<file path="src/rtl/tx_pkg.sv">
// Shared definitions for the polyphase QPSK branch shaper: symbol codes,
// the default root-raised-cosine tap set and a constant-safe clog2.
package tx_pkg;

   // 2-bit symbol codes held in the symbol line; the MAC only ever adds,
   // subtracts or skips a coefficient, so no multipliers are needed.
   localparam logic [1:0] SYM_ZERO = 2'b00;
   localparam logic [1:0] SYM_POS  = 2'b01;
   localparam logic [1:0] SYM_NEG  = 2'b11;

   // Geometry of the default tap set.
   localparam int RRC_OS     = 4;
   localparam int RRC_NBAUD  = 6;
   localparam int RRC_COEF_W = 8;

   // RRC, roll-off ~0.35, 4 samples/symbol over 6 symbols, peak scaled to 62.
   // Tap t lives at bits [t*8 +: 8]. The response is symmetric, so the
   // listing order (tap 23 first) reads the same either way.
   localparam logic [RRC_OS*RRC_NBAUD*RRC_COEF_W-1:0] RRC_COEF = {
      8'h01, 8'h03, 8'h04, 8'h01, 8'hFA, 8'hF5, 8'hF6, 8'hFE,
      8'h0E, 8'h21, 8'h33, 8'h3E, 8'h3E, 8'h33, 8'h21, 8'h0E,
      8'hFE, 8'hF6, 8'hF5, 8'hFA, 8'h01, 8'h04, 8'h03, 8'h01
   };

   // Ceiling log2, usable in parameter expressions; returns at least 1 so
   // derived index ports never collapse to zero width.
   function automatic int clog2(input int value);
      int r;
      r = 1;
      while ((1 << r) < value) begin
         r = r + 1;
      end
      return r;
   endfunction

endpackage

</file>
<file path="src/rtl/tx_polyphase_mac.sv">
// Combinational multiply-free MAC for one polyphase branch: for the given
// phase p it sums sym[k]*COEF[k*OS+p] over the NBAUD symbols of the line.
module tx_polyphase_mac
   import tx_pkg::*;
#(
   parameter int OS     = 4,
   parameter int NBAUD  = 6,
   parameter int COEF_W = 8,
   parameter logic [OS*NBAUD*COEF_W-1:0] COEF = RRC_COEF,
   localparam int PH_W  = clog2(OS),
   localparam int ACC_W = COEF_W + clog2(NBAUD) + 1
) (
   input  logic [2*NBAUD-1:0]       i_sym,
   input  logic [PH_W-1:0]          i_phase,
   output logic signed [ACC_W-1:0]  o_acc
);

   // Index width that exactly addresses the flat coefficient vector.
   localparam int IDX_W = clog2(OS*NBAUD*COEF_W);

   // Running partial sums; psum[k+1] includes the term of symbol k.
   logic signed [ACC_W-1:0] psum [NBAUD+1];

   assign psum[0] = '0;

   for (genvar k = 0; k < NBAUD; k++) begin : g_tap
      logic [IDX_W-1:0]          base;
      logic signed [COEF_W-1:0]  coef;
      logic signed [ACC_W-1:0]   coef_ext;
      logic [1:0]                sym;
      logic signed [ACC_W-1:0]   term;

      // Symbol k sees tap k*OS+p for the branch currently being computed.
      assign base     = IDX_W'((k*OS + int'(i_phase)) * COEF_W);
      assign coef     = COEF[base +: COEF_W];
      assign coef_ext = ACC_W'(coef);
      assign sym      = i_sym[2*k +: 2];

      // +coef, -coef or nothing depending on the symbol code.
      assign term = (sym == SYM_POS) ? coef_ext :
                    (sym == SYM_NEG) ? -coef_ext : '0;

      assign psum[k+1] = psum[k] + term;
   end

   assign o_acc = psum[NBAUD];

endmodule

</file>
<file path="src/rtl/tx_polyphase_shaper.sv">
// QPSK branch transmitter: takes one bit per OS clocks, maps it to +1/-1,
// pulse-shapes it with a polyphase FIR and emits one saturated sample per
// enabled clock. Two register stages: MAC result, then shifted/saturated
// output, so a symbol's tap j contribution leaves two clocks after it is
// accepted plus j.
module tx_polyphase_shaper
   import tx_pkg::*;
#(
   parameter int OS     = 4,
   parameter int NBAUD  = 6,
   parameter int COEF_W = 8,
   parameter int OUT_W  = 8,
   parameter int SHIFT  = 0,
   parameter logic [OS*NBAUD*COEF_W-1:0] COEF = RRC_COEF,
   localparam int PH_W  = clog2(OS),
   localparam int ACC_W = COEF_W + clog2(NBAUD) + 1
) (
   input  logic                     clk,
   input  logic                     rst,
   input  logic                     i_enable,
   input  logic                     i_valid,
   input  logic                     i_bit,
   output logic                     o_ready,
   output logic signed [OUT_W-1:0]  o_data,
   output logic                     o_valid,
   output logic [PH_W-1:0]          o_phase,
   output logic                     o_underrun
);

   localparam logic [PH_W-1:0] PH_LAST = PH_W'(OS - 1);
   localparam int              Y_MAX   = (2 ** (OUT_W - 1)) - 1;
   localparam int              Y_MIN   = -(2 ** (OUT_W - 1));

   // Phase counter, symbol line (sym[0] in the two LSBs) and pipeline.
   logic [PH_W-1:0]          phase_q, phase_d;
   logic [2*NBAUD-1:0]       sym_q, sym_d;
   logic signed [ACC_W-1:0]  acc_q, acc_d;
   logic [PH_W-1:0]          acc_ph_q, acc_ph_d;
   logic signed [OUT_W-1:0]  data_q, data_d;
   logic [PH_W-1:0]          out_ph_q, out_ph_d;
   logic                     valid_q, valid_d;
   logic [1:0]               fill_q, fill_d;

   logic                     slot;
   logic [1:0]               new_sym;
   logic [PH_W-1:0]          mac_ph;
   logic signed [ACC_W-1:0]  mac_acc;
   logic signed [ACC_W-1:0]  shifted;
   logic signed [31:0]       shifted_w;
   logic signed [OUT_W-1:0]  sat_val;

   // Handshake: a bit is taken on a clock edge where i_valid & o_ready.
   // o_ready is high only in the phase-0 slot of an enabled, non-reset
   // cycle; i_valid outside that slot is simply ignored and the source is
   // never held off beyond o_ready. A phase-0 slot without i_valid inserts
   // a zero symbol and raises o_underrun for that cycle.
   assign slot       = (phase_q == '0);
   assign o_ready    = i_enable & slot & rst;
   assign o_underrun = o_ready & ~i_valid;
   assign new_sym    = i_valid ? (i_bit ? SYM_NEG : SYM_POS) : SYM_ZERO;

   // The MAC works on the phase slot that has just been filled, which is
   // one behind the free-running counter.
   assign mac_ph = (phase_q == '0) ? PH_LAST : phase_q - PH_W'(1);

   tx_polyphase_mac #(
      .OS     (OS),
      .NBAUD  (NBAUD),
      .COEF_W (COEF_W),
      .COEF   (COEF)
   ) u_mac (
      .i_sym   (sym_q),
      .i_phase (mac_ph),
      .o_acc   (mac_acc)
   );

   assign shifted   = acc_q >>> SHIFT;
   assign shifted_w = 32'(shifted);

   // Clamp the scaled accumulator into the signed output range.
   always_comb begin
      sat_val = OUT_W'(shifted_w);
      if (shifted_w > Y_MAX) begin
         sat_val = OUT_W'(Y_MAX);
      end else if (shifted_w < Y_MIN) begin
         sat_val = OUT_W'(Y_MIN);
      end
   end

   // Next state: everything advances only on enabled clocks, otherwise holds.
   always_comb begin
      phase_d  = phase_q;
      sym_d    = sym_q;
      acc_d    = acc_q;
      acc_ph_d = acc_ph_q;
      data_d   = data_q;
      out_ph_d = out_ph_q;
      valid_d  = 1'b0;
      fill_d   = fill_q;
      if (i_enable) begin
         phase_d  = (phase_q == PH_LAST) ? '0 : phase_q + PH_W'(1);
         if (slot) begin
            sym_d = {sym_q[2*NBAUD-3:0], new_sym};
         end
         acc_d    = mac_acc;
         acc_ph_d = mac_ph;
         data_d   = sat_val;
         out_ph_d = acc_ph_q;
         valid_d  = (fill_q == 2'd2);
         if (fill_q != 2'd2) begin
            fill_d = fill_q + 2'd1;
         end
      end
   end

   // State register; reset clears symbols in flight and the whole pipeline.
   always_ff @(posedge clk) begin
      if (!rst) begin
         phase_q  <= '0;
         sym_q    <= '0;
         acc_q    <= '0;
         acc_ph_q <= '0;
         data_q   <= '0;
         out_ph_q <= '0;
         valid_q  <= 1'b0;
         fill_q   <= '0;
      end else begin
         phase_q  <= phase_d;
         sym_q    <= sym_d;
         acc_q    <= acc_d;
         acc_ph_q <= acc_ph_d;
         data_q   <= data_d;
         out_ph_q <= out_ph_d;
         valid_q  <= valid_d;
         fill_q   <= fill_d;
      end
   end

   assign o_data  = data_q;
   assign o_phase = out_ph_q;
   assign o_valid = valid_q;

endmodule

</file>
<file path="config.mk">
export PLATFORM = sky130hd
export DESIGN_NAME = tx_polyphase_shaper
export DESIGN_NICKNAME = d
export VERILOG_FILES = /design/src/rtl/tx_pkg.sv /design/src/rtl/tx_polyphase_mac.sv /design/src/rtl/tx_polyphase_shaper.sv
export SDC_FILE = /design/constraint.sdc
export NUM_CORES = 1
export LEC_CHECK = 0
export CAP_MARGIN = 15
export CORE_MARGIN = 1.5
export CORE_UTILIZATION = 55
export DETAILED_ROUTE_END_ITERATION = 10
export GPL_TIMING_DRIVEN = 0
export PLACE_DENSITY = 0.74
export SLEW_MARGIN = 20
export SYNTH_ARGS = -nofsm -noshare
export SYNTH_HDL_FRONTEND = slang
export SYNTH_SLANG_ARGS = --single-unit
</file>
<file path="constraint.sdc">
create_clock -name clk -period 12.6 [get_ports clk]
set_clock_uncertainty 0.05 [all_clocks]
set_input_delay 3.15 -clock clk [delete_from_list [all_inputs] [get_ports clk]]
set_output_delay 3.15 -clock clk [all_outputs]
set_load 0.02 [all_outputs]
</file>
==> results.ini <==
[critical_path]
startpoint_type = input pin
r2r-end = acc_q[8]
r2r-start = phase_q[0]
critical-path-top-delay-family = buffers and inverters
path_max_fanout = 10
r2r_cells = 18
crit_required_ns = 9.40
worstSetupPathDepth = 5
r2r_setup_slack_ns = 7.38
crit_type = in2out
cp_common_cell = clkdlybuf4s50_1
path_buf_inv = 3
startpoint = rst
crit_chain = clkdlybuf4s50_1, clkbuf_1, and3_1, nor2b_1, clkdlybuf4s50_1
cp-end-kind = output port
critPathArrivalTime_ns = 5.01
slowest_delay_ns = 0.60
cp_slowest_cell = clkdlybuf4s50_1

[clocking]
cts_resized = 0
cts_buffer_depth = 2
cts_root_buffer = clkbuf_8
clk_pin_slew_ns = 0.09
cts_made_buffers = 5
clock-sinks = 41
holdBufCountCts = 0
cts_setup_buffers = 0
htreeDepth = 2
clk-insertion-delay-late_ns = 0.30
cts_tree = built

[cells_and_area]
syn2layout_area_growth_pct = 11.3
fill_cells = 521
fin_area_um2 = 3730
stdcell_count = 475
drive_above_1_share_pct = 3.75
antenna_cells = 0
nets = 461

[routing]
viasPerCell = 5.31
vias = 2520
first_iter_violations = 105
wl_per_cell_um = 14.1
drc = 0
drt_first_pass_iters = 4
ant_nets = 0
finalWirelength_mm = 6.70

[sta]
slew_viol_final = 0
relSlewSlack_pct = 62.6
setup_viol = 0
tns_ns = 0
rsz0062_at_grt = false
tightest_slew_ns = 0.561
final.min_clock_period_ns = 8.21
min_period_over_period_pct = 65.2
fmax_ghz = 0.122
final_hold_viol_count = 0

[power]
clockPowerShare_pct = 36.8
peakVddDrop_mv = 0.0800
fin_total_pwr_uw = 298
leakagePower_uw = 0.00168
sequentialPowerShare_pct = 46.4
p_switching_uw = 83.2
p_sw_share_pct = 27.9
powerDensity_nw_per_um2 = 79.8
p_int_uw = 215
p_comb_share_pct = 16.8

[flow_run]
drv_cap = 0

[min_path]
whs_path_depth = 2
min_from = o_data[3]
min_to = o_data[3]
hp-class = reg2reg

[die]
dieWidth_um = 81.1
start_util_pct = 56.6
fp.dieH_um = 81.1
rows = 28
core_um2 = 5920
die-area_um2 = 6570
boundaryPins = 18

[yosys]
syn_inst = 375
ys_types = 43
yosysWarnings = 0
ys_async_sr_fraction_pct = 0
synth_top_area_share_pct = 24.5
syn_nets = 437
synth_edf_count = 0
synthTopCellsByArea = dfxtp_1 24%, fa_1 22%, ha_1 7.5%, nand2_1 6.7%, inv_1 6.2%
ys.flop_type = dfxtp_1
synth_area_um2 = 3350
ys_seq_elements = 41
ys_seq_area_share_pct = 24.5
synth_top_area_cell = dfxtp_1
syn_area_per_cell_um2 = 8.94

[place]
place.detailed.hpwl_mm = 5.38
port_buffers = 17
place_inst = 467
placed_area_um2 = 3620
gp_routability_congestion = 0.856

[global_route]
grt_pass1_wl_mm = 11.8
antenna_found_initial = 0
gr-total-overflow = 0
grt_pass1_vias = 2487
grt_usage_pct = 23.8
grt_max_degree = 15

[status]
status = finished clean

-- cell usage after synthesis (2+ instances only) --
library cell,n
o21a_1,9
clkbuf_1,13
nand3b_1,2
dfxtp_1,41
mux2i_1,10
o21ai_0,15
nand3_1,3
and3_1,3
o211ai_1,3
a21o_1,2
inv_1,55
fa_1,37
nor2_1,3
o211a_1,6
a211oi_1,2
ha_1,20
and2_1,10
xnor2_1,11
a21oi_1,7
nand2b_1,7
nor2b_1,12
nand4_1,3
nand2_1,60
nor3_1,3
a21boi_0,19
buf_2,2
-- cell families after synthesis --
| kind of cell | after synthesis | share of synthesized area (%) |
|---|---|---|
| buffers and inverters | 72 | 8.13 |
| flip-flops | 41 | 24.5 |
| multiplexers | 10 | 2.99 |
| adder cells (fa/ha/maj) | 57 | 29.6 |
| AO/OA/AOI/OAI | 70 | 14.8 |
| XOR/XNOR | 13 | 3.62 |
| AND/OR/NAND/NOR | 112 | 16.5 |
-- area by class of cell --
cell class	instances	area [µm²]	area share, %
clock buffer	5	68.8	1.84
clock inverter	3	46.3	1.24
timing repair buffer	17	170	4.56
buffer	16	62.6	1.68
inverter	56	210	5.63
multi-input combinational	262	2260	60.5
tap	75	93.8	2.51
sequential	41	821	22.0
-- worst max path at each step --
stage                 endpoint
floorplan           o_underrun
global placement    o_underrun
detailed placement  o_underrun
CTS                 o_underrun
global route        o_underrun
finish              o_underrun
-- layer usage --
layer | vias to the layer above | part of all wire (%) | track usage (%)
li1 | 1248 | - | -
met1 | 1230 | 49 | 33.6
met2 | 35 | 47 | 38.2
met3 | 7 | 2.6 | 3.71
met4 | 0 | 1.3 | 5.86
met5 | - | 0 | 0
-- through the flow --
step	setup slack, ns	hold WS, ns	util, %
after floorplan	5.34	0.399	-
after global placement	4.43	0.409	61.1
after detailed placement	4.40	0.412	61.1
after CTS	4.40	0.429	63.0
after global routing	4.34	0.443	63.0
final	4.39	0.425	63.0
-- tightest hold or removal path: stages, from the launching register on --
cell and delay (ns):
dfxtp_1 0.32, nand2_1 0.05, a21boi_0 0.06
-- state kept, by name (all words and copies together) (netlist names) --
name      cells
acc_ph_q      2
o_valid       1
fill_q        2
phase_q       2
o_data        8
sym_q        12
o_phase       2
acc_q        12
-- power groups by stage --
stage                     Clock, µW  Combinational, µW  Sequential (µW)
after global routing            117               56.7              139
after detailed placement          0               50.0              141
after global placement            0               49.2              141
after floorplan                   0               34.3              142
after CTS                       111               50.3              138
final                           110               50.2              138
-- layout by cell type, fill, tap and decap left out, types with 2 or more instances in the layout --
cell type	instances
a211oi_1	2
a21boi_0	19
a21o_1	2
a21oi_1	7
and2_1	10
and3_1	3
buf_2	2
clkbuf_1	13
clkbuf_8	5
clkdlybuf4s50_1	17
dfxtp_1	41
fa_1	37
ha_1	20
inv_1	55
mux2i_1	10
nand2_1	60
nand2b_1	7
nand3_1	3
nand3b_1	2
nand4_1	3
nor2_1	3
nor2b_1	12
nor3_1	3
o211a_1	6
o211ai_1	3
o21a_1	9
o21ai_0	15
xnor2_1	11
(Power assumes the default switching activity.)
==> variant 1 (same settings) <==
Put a register stage on the output `o_underrun`, cleared by the reset. The value now appears one clock later. The other outputs are not delayed to match. Comments in the files are not updated.
--- a/src/rtl/tx_polyphase_shaper.sv
+++ b/src/rtl/tx_polyphase_shaper.sv
@@ -56,7 +56,13 @@
    // a zero symbol and raises o_underrun for that cycle.
    assign slot       = (phase_q == '0);
    assign o_ready    = i_enable & slot & rst;
-   assign o_underrun = o_ready & ~i_valid;
+   always_ff @(posedge clk) begin
+      if (!rst) begin
+         o_underrun <= '0;
+      end else begin
+         o_underrun <= o_ready & ~i_valid;
+      end
+   end
    assign new_sym    = i_valid ? (i_bit ? SYM_NEG : SYM_POS) : SYM_ZERO;
 
    // The MAC works on the phase slot that has just been filled, which is
Function: changed (a bounded check fails within 4 cycles, from zero or initial values and one cycle with rst low).
==> variant 1 against the original RTL <==
  * First-iteration DRC count fell by 3.8%
  * Total power fell by 4.2%
  * Design area did not move
  * Non-clock buffer count did not move
  * Area after synthesis rose by 0.60%
  * Cell count rose by 0.21%
  * Worst setup slack improved by 0.19 ns
  * Wire length rose by 0.45%
  * Sequential cell count rose by 1
  * Clock power fell by 15%
==> variant 1: results (changes against the original RTL) <==
- The number of optimization iterations in the first detailed-route pass came to 4 (unchanged).
- The length of routed met3 wiring is 142 µm (was 171 µm).
- The slew at the pin with the worst max-slew slack is 0.490 ns (was 0.561 ns).
- The routability congestion estimate is 0.829 (was 0.856).
- The level count of the clock H-tree is 2 (unchanged).
- The number of nets in the synthesized netlist is 438 (was 437).
- Clock-pin slew was measured on the worst setup and hold paths at 0.10 ns.
- The average instance area after synthesis is 8.97 µm² (was 8.94 µm²).
- The post-layout instance count excluding filler cells came to 476 (was 475).
- The total routing resource utilization after global routing is 23.9% (was 23.8%).
- The xor/xnor share of the synthesized area came to 3.60% (was 3.62%).
- The class of the tightest hold or removal check is reg -> reg (unchanged).
- The worst setup slack after placement is 4.57 ns (was 4.40 ns).
- The final net count is 462 (was 461).
- The adder-cell share of the synthesized area came to 29.4% (was 29.6%).
- The sequential area share after synthesis is 24.9% (was 24.5%).
- Commonest cells in the netlist: sky130_fd_sc_hd__nand2_1, sky130_fd_sc_hd__inv_1, sky130_fd_sc_hd__dfxtp_1 (unchanged).
- The largest buffer count on any clock path is 2 (unchanged).
- The post-detailed-route via-to-cell ratio is 5.29 (was 5.31).
- The leakage component of the power is 1.68 nW (about the same).
- The starting DRC count in detailed routing was 101 (was 105).
- Outcome: finished clean (unchanged).
- The maximum net fanout on the critical path was 10 (unchanged).
- The family of cells with the greatest summed delay on the critical path was buffers and inverters (unchanged).
- The fraction of final layout cells sized beyond drive strength 1 is 3.74% (was 3.75%).
- The fraction of synthesized area in multiplexers is 2.97% (was 2.99%).
- The routed metal-1 wire length is 3190 µm (was 3290 µm).
- The wire length on met2 is 3290 µm (was 3160 µm).
- The fraction of met1 tracks used by global routing is 32.8% (was 33.6%).
- The maximum vdd ir drop is 0.0695 mV (was 0.0800 mV).
- The antenna diode count is 0 (unchanged).
- The met3 usage in global routing came to 4.04% (was 3.71%).
- Top cells by area in the synthesized netlist: sky130_fd_sc_hd__dfxtp_1, sky130_fd_sc_hd__fa_1, sky130_fd_sc_hd__ha_1 (unchanged).
- The first-pass GRT wire length came to 12,100 µm (was 11,800 µm).
- The maximum number of pins on one net before global-route repair came to 17 (was 15).
- The average routed wire per standard cell is 14.1 µm (about the same).
- The placed cell area came to 0.00364 mm² (was 0.00362 mm²).
- The top flip-flop cell by instance count after synthesis is sky130_fd_sc_hd__dfxtp_1 (unchanged).
- The compound-gate portion of the synthesized area is 14.7% (was 14.8%).
- The via count of the first global-routing pass is 2,594 (was 2,487).
- The post-CTS setup-driven buffer insertion count is 0 (unchanged).
- The cell type of the slowest stage on the worst timing path is sky130_fd_sc_hd__clkdlybuf4s50_1 (unchanged).
- The register cell area after layout is 841 µm² (was 821 µm²).
- The count of filler cells inserted in the layout is 545 (was 521).
- The uppermost signal routing layer after detailed routing is met4 (unchanged).
- The cell at the root of the clock tree is sky130_fd_sc_hd__clkbuf_8 (unchanged).
- The half-perimeter wire length after placement came to 5500 µm (was 5380 µm).
- The met2 demand-to-capacity share in global routing came to 39.3% (was 38.2%).
- The placed cell count is 468 (was 467).
## variant 1: power breakdown
| part | switching, mW | internal (mW) | leakage, nW |
|---|---|---|---|
| clock network | 0.0528 | 0.0412 | 0.0495 |
| registers | 0.00375 | 0.138 | 0.341 |
| logic | 0.0288 | 0.0211 | 1.29 |
| total | 0.0854 | 0.200 | 1.68 |
## variant 1: final cells by class
class	instances	share of cell area (%)
sequential	42	22.5
clock buffer	5	1.84
buffer	16	1.68
inverter	56	5.63
multi-input combinational	262	60.5
tap	75	2.51
clock inverter	3	0.704
timing repair buffer	17	4.56
## variant 1: worst paths after layout
| check | from | to | slack [ns] | depth (start not counted) |
|---|---|---|---|---|
| worst min-delay path | o_data[4] | o_data[4] | 0.43 | 2 |
| worst max register to register | phase_q[0] | acc_q[8] | 7.39 | 18 |
| worst min register to register | o_data[4] | o_data[4] | 0.43 | 2 |
| worst max-delay path | rst | o_ready | 4.57 | 4 |
==> variant 2 (same settings) <==
Made on the original files. `OUT_W`: 8 -> 9.
--- a/src/rtl/tx_polyphase_shaper.sv
+++ b/src/rtl/tx_polyphase_shaper.sv
@@ -9,7 +9,7 @@
    parameter int OS     = 4,
    parameter int NBAUD  = 6,
    parameter int COEF_W = 8,
-   parameter int OUT_W  = 8,
+   parameter int OUT_W  = 9,
    parameter int SHIFT  = 0,
    parameter logic [OS*NBAUD*COEF_W-1:0] COEF = RRC_COEF,
    localparam int PH_W  = clog2(OS),
Ports: changed (resized o_data); port bits go from 18 to 19. The function was not compared with the original's and may differ.
==> variant 2 against the original RTL <==
  * Wire length is 2.6% lower
  * Sequential cell count up 1
  * Clock power decreased by 16%
  * Count of clock-buffer cells in the layout increased by 1
  * First-iteration DRC count increased by 10%
  * Critical path depth up 1
  * Global-route usage fell by 1.1 points
  * Worst setup slack lost 0.26 ns
  * Critical endpoint is now o_ready
  * Total power is 3.7% lower
  * Sequential share of layout area up 1.4 points
  * Design area shrank 3.7%
  * Area after synthesis down 3.4%
==> variant 2: results (changes against the original RTL) <==
- The half-perimeter wire length after placement is 5200 µm (was 5380 µm).
- The delay of the slowest cell on the worst path is 0.55 ns (was 0.60 ns).
- The worst min-delay path endpoint is o_data[6] (was o_data[3]).
- The fraction of final layout cells sized beyond drive strength 1 is 4.53% (was 3.75%).
- The via count of the first global-routing pass is 2,433 (was 2,487).
- The first-pass GRT wire length is 11,100 µm (was 11,800 µm).
- The largest buffer count on any clock path is 2 (unchanged).
- The hold path startpoint is o_data[6] (was o_data[3]).
- Commonest cells in the netlist: sky130_fd_sc_hd__inv_1, sky130_fd_sc_hd__nand2_1, sky130_fd_sc_hd__dfxtp_1 (was sky130_fd_sc_hd__nand2_1, sky130_fd_sc_hd__inv_1, sky130_fd_sc_hd__dfxtp_1).
- The final net count was 455 (was 461).
- The total routing resource utilization after global routing came to 22.6% (was 23.8%).
- The average routed wire per standard cell is 13.9 µm (was 14.1 µm).
- The clock sink count was 42 (was 41).
- The class of the tightest hold or removal check was reg -> reg (unchanged).
- The data arrival time of the critical path came to 5.28 ns (was 5.01 ns).
- The starting DRC count in detailed routing was 116 (was 105).
- The cell count of the worst reg-to-reg path is 19 (was 18).
- Outcome: finished clean (unchanged).
- The maximum number of pins on one net before global-route repair is 14 (was 15).
- The leakage component of the power came to 1.54 nW (was 1.68 nW).
- The number of nets in the synthesized netlist is 431 (was 437).
- The worst hold margin came to 0.420 ns (was 0.425 ns).
- The number of CTS-inserted buffers came to 5 (unchanged).
- The slew at the pin with the worst max-slew slack is 0.592 ns (was 0.561 ns).
- Top cells by area in the synthesized netlist: sky130_fd_sc_hd__dfxtp_1, sky130_fd_sc_hd__fa_1, sky130_fd_sc_hd__ha_1 (unchanged).
- The post-synthesis cell type count is 39 (was 43).
- The sequential area share after synthesis was 26.0% (was 24.5%).
- The routability congestion estimate was 0.913 (was 0.856).
- For the worst-skew pair, the clock arrives at the later sink with an insertion delay of 0.29 ns.
- The endpoint of the worst-slack reg-to-reg timing path is acc_q[10] (was acc_q[8]).
- The maximum vdd ir drop is 0.0501 mV (was 0.0800 mV).
- The cell at the root of the clock tree is sky130_fd_sc_hd__clkbuf_8 (unchanged).
- The count of filler cells inserted in the layout is 513 (was 521).
- The count of vias placed by the detailed router was 2,534 (was 2,520).
- The number of optimization iterations in the first detailed-route pass was 4 (unchanged).
- The slack of the worst reg-to-reg path is 7.56 ns (was 7.38 ns).
[variant 2: stage by stage]
stage	std cells	utilization (%)	area, µm²	setup slack [ns]	power, mW
after floorplan	372	-	3240	5.34	0.182
after detailed placement	461	62.4	3500	4.13	0.197
final	469	64.1	3590	4.12	0.287
after CTS	469	64.1	3590	4.13	0.288
after global placement	461	62.4	3500	4.13	0.196
after global routing	469	64.1	3590	3.99	0.300
[variant 2: how the worst max path moves through the flow]
stage	to	slack (ns)
2_1_floorplan	o_underrun	5.34
3_3_place_gp	o_ready	4.13
3_5_place_dp	o_ready	4.13
4_1_cts	o_ready	4.13
5_1_grt	o_ready	3.99
6_report	o_ready	4.12
[variant 2: report_power, final]
part | total [mW] | internal (mW) | switching [mW] | leakage, nW
Sequential | 0.142 | 0.138 | 0.00422 | 0.341
Clock | 0.0929 | 0.0441 | 0.0488 | 0.0472
Combinational | 0.0521 | 0.0214 | 0.0307 | 1.15
Total | 0.287 | 0.203 | 0.0837 | 1.54
[variant 2: cell families after synthesis]
| family | after synthesis | share of synthesized area [%] |
|---|---|---|
| adders and majority gates | 54 | 28.7 |
| buffers and inverters | 66 | 7.84 |
| xor gates and xnor gates | 13 | 3.75 |
| AOI/OAI and AO/OA | 72 | 13.8 |
| muxes | 10 | 3.09 |
| DFF | 42 | 26.0 |
| and+or+nand+nor | 115 | 16.8 |
[variant 2: routing by layer]
| metal | wire, µm | GRT usage [%] | up-vias |
|---|---|---|---|
| met2 | 3210 | 38.1 | 46 |
| li1 | - | - | 1243 |
| met4 | 85 | 6.21 | 0 |
| met1 | 2990 | 30.6 | 1238 |
| met5 | 0 | 0 | - |
| met3 | 245 | 3.09 | 7 |
[variant 2: final cells by class]
| type | count | share of cell area (%) |
|---|---|---|
| inverters | 50 | 5.22 |
| clock inverters | 2 | 0.348 |
| clock buffers | 6 | 2.30 |
| repair buffers | 17 | 4.74 |
| well taps | 72 | 2.51 |
| flip-flops and latches | 42 | 23.4 |
| plain buffers | 16 | 1.85 |
| multi-input cells | 264 | 59.6 |
[variant 2: critical path, delay by kind of cell]
kind	cells	cell delay [ns]
buffers and inverters	5	2.02
AND/OR/NAND/NOR	1	0.10
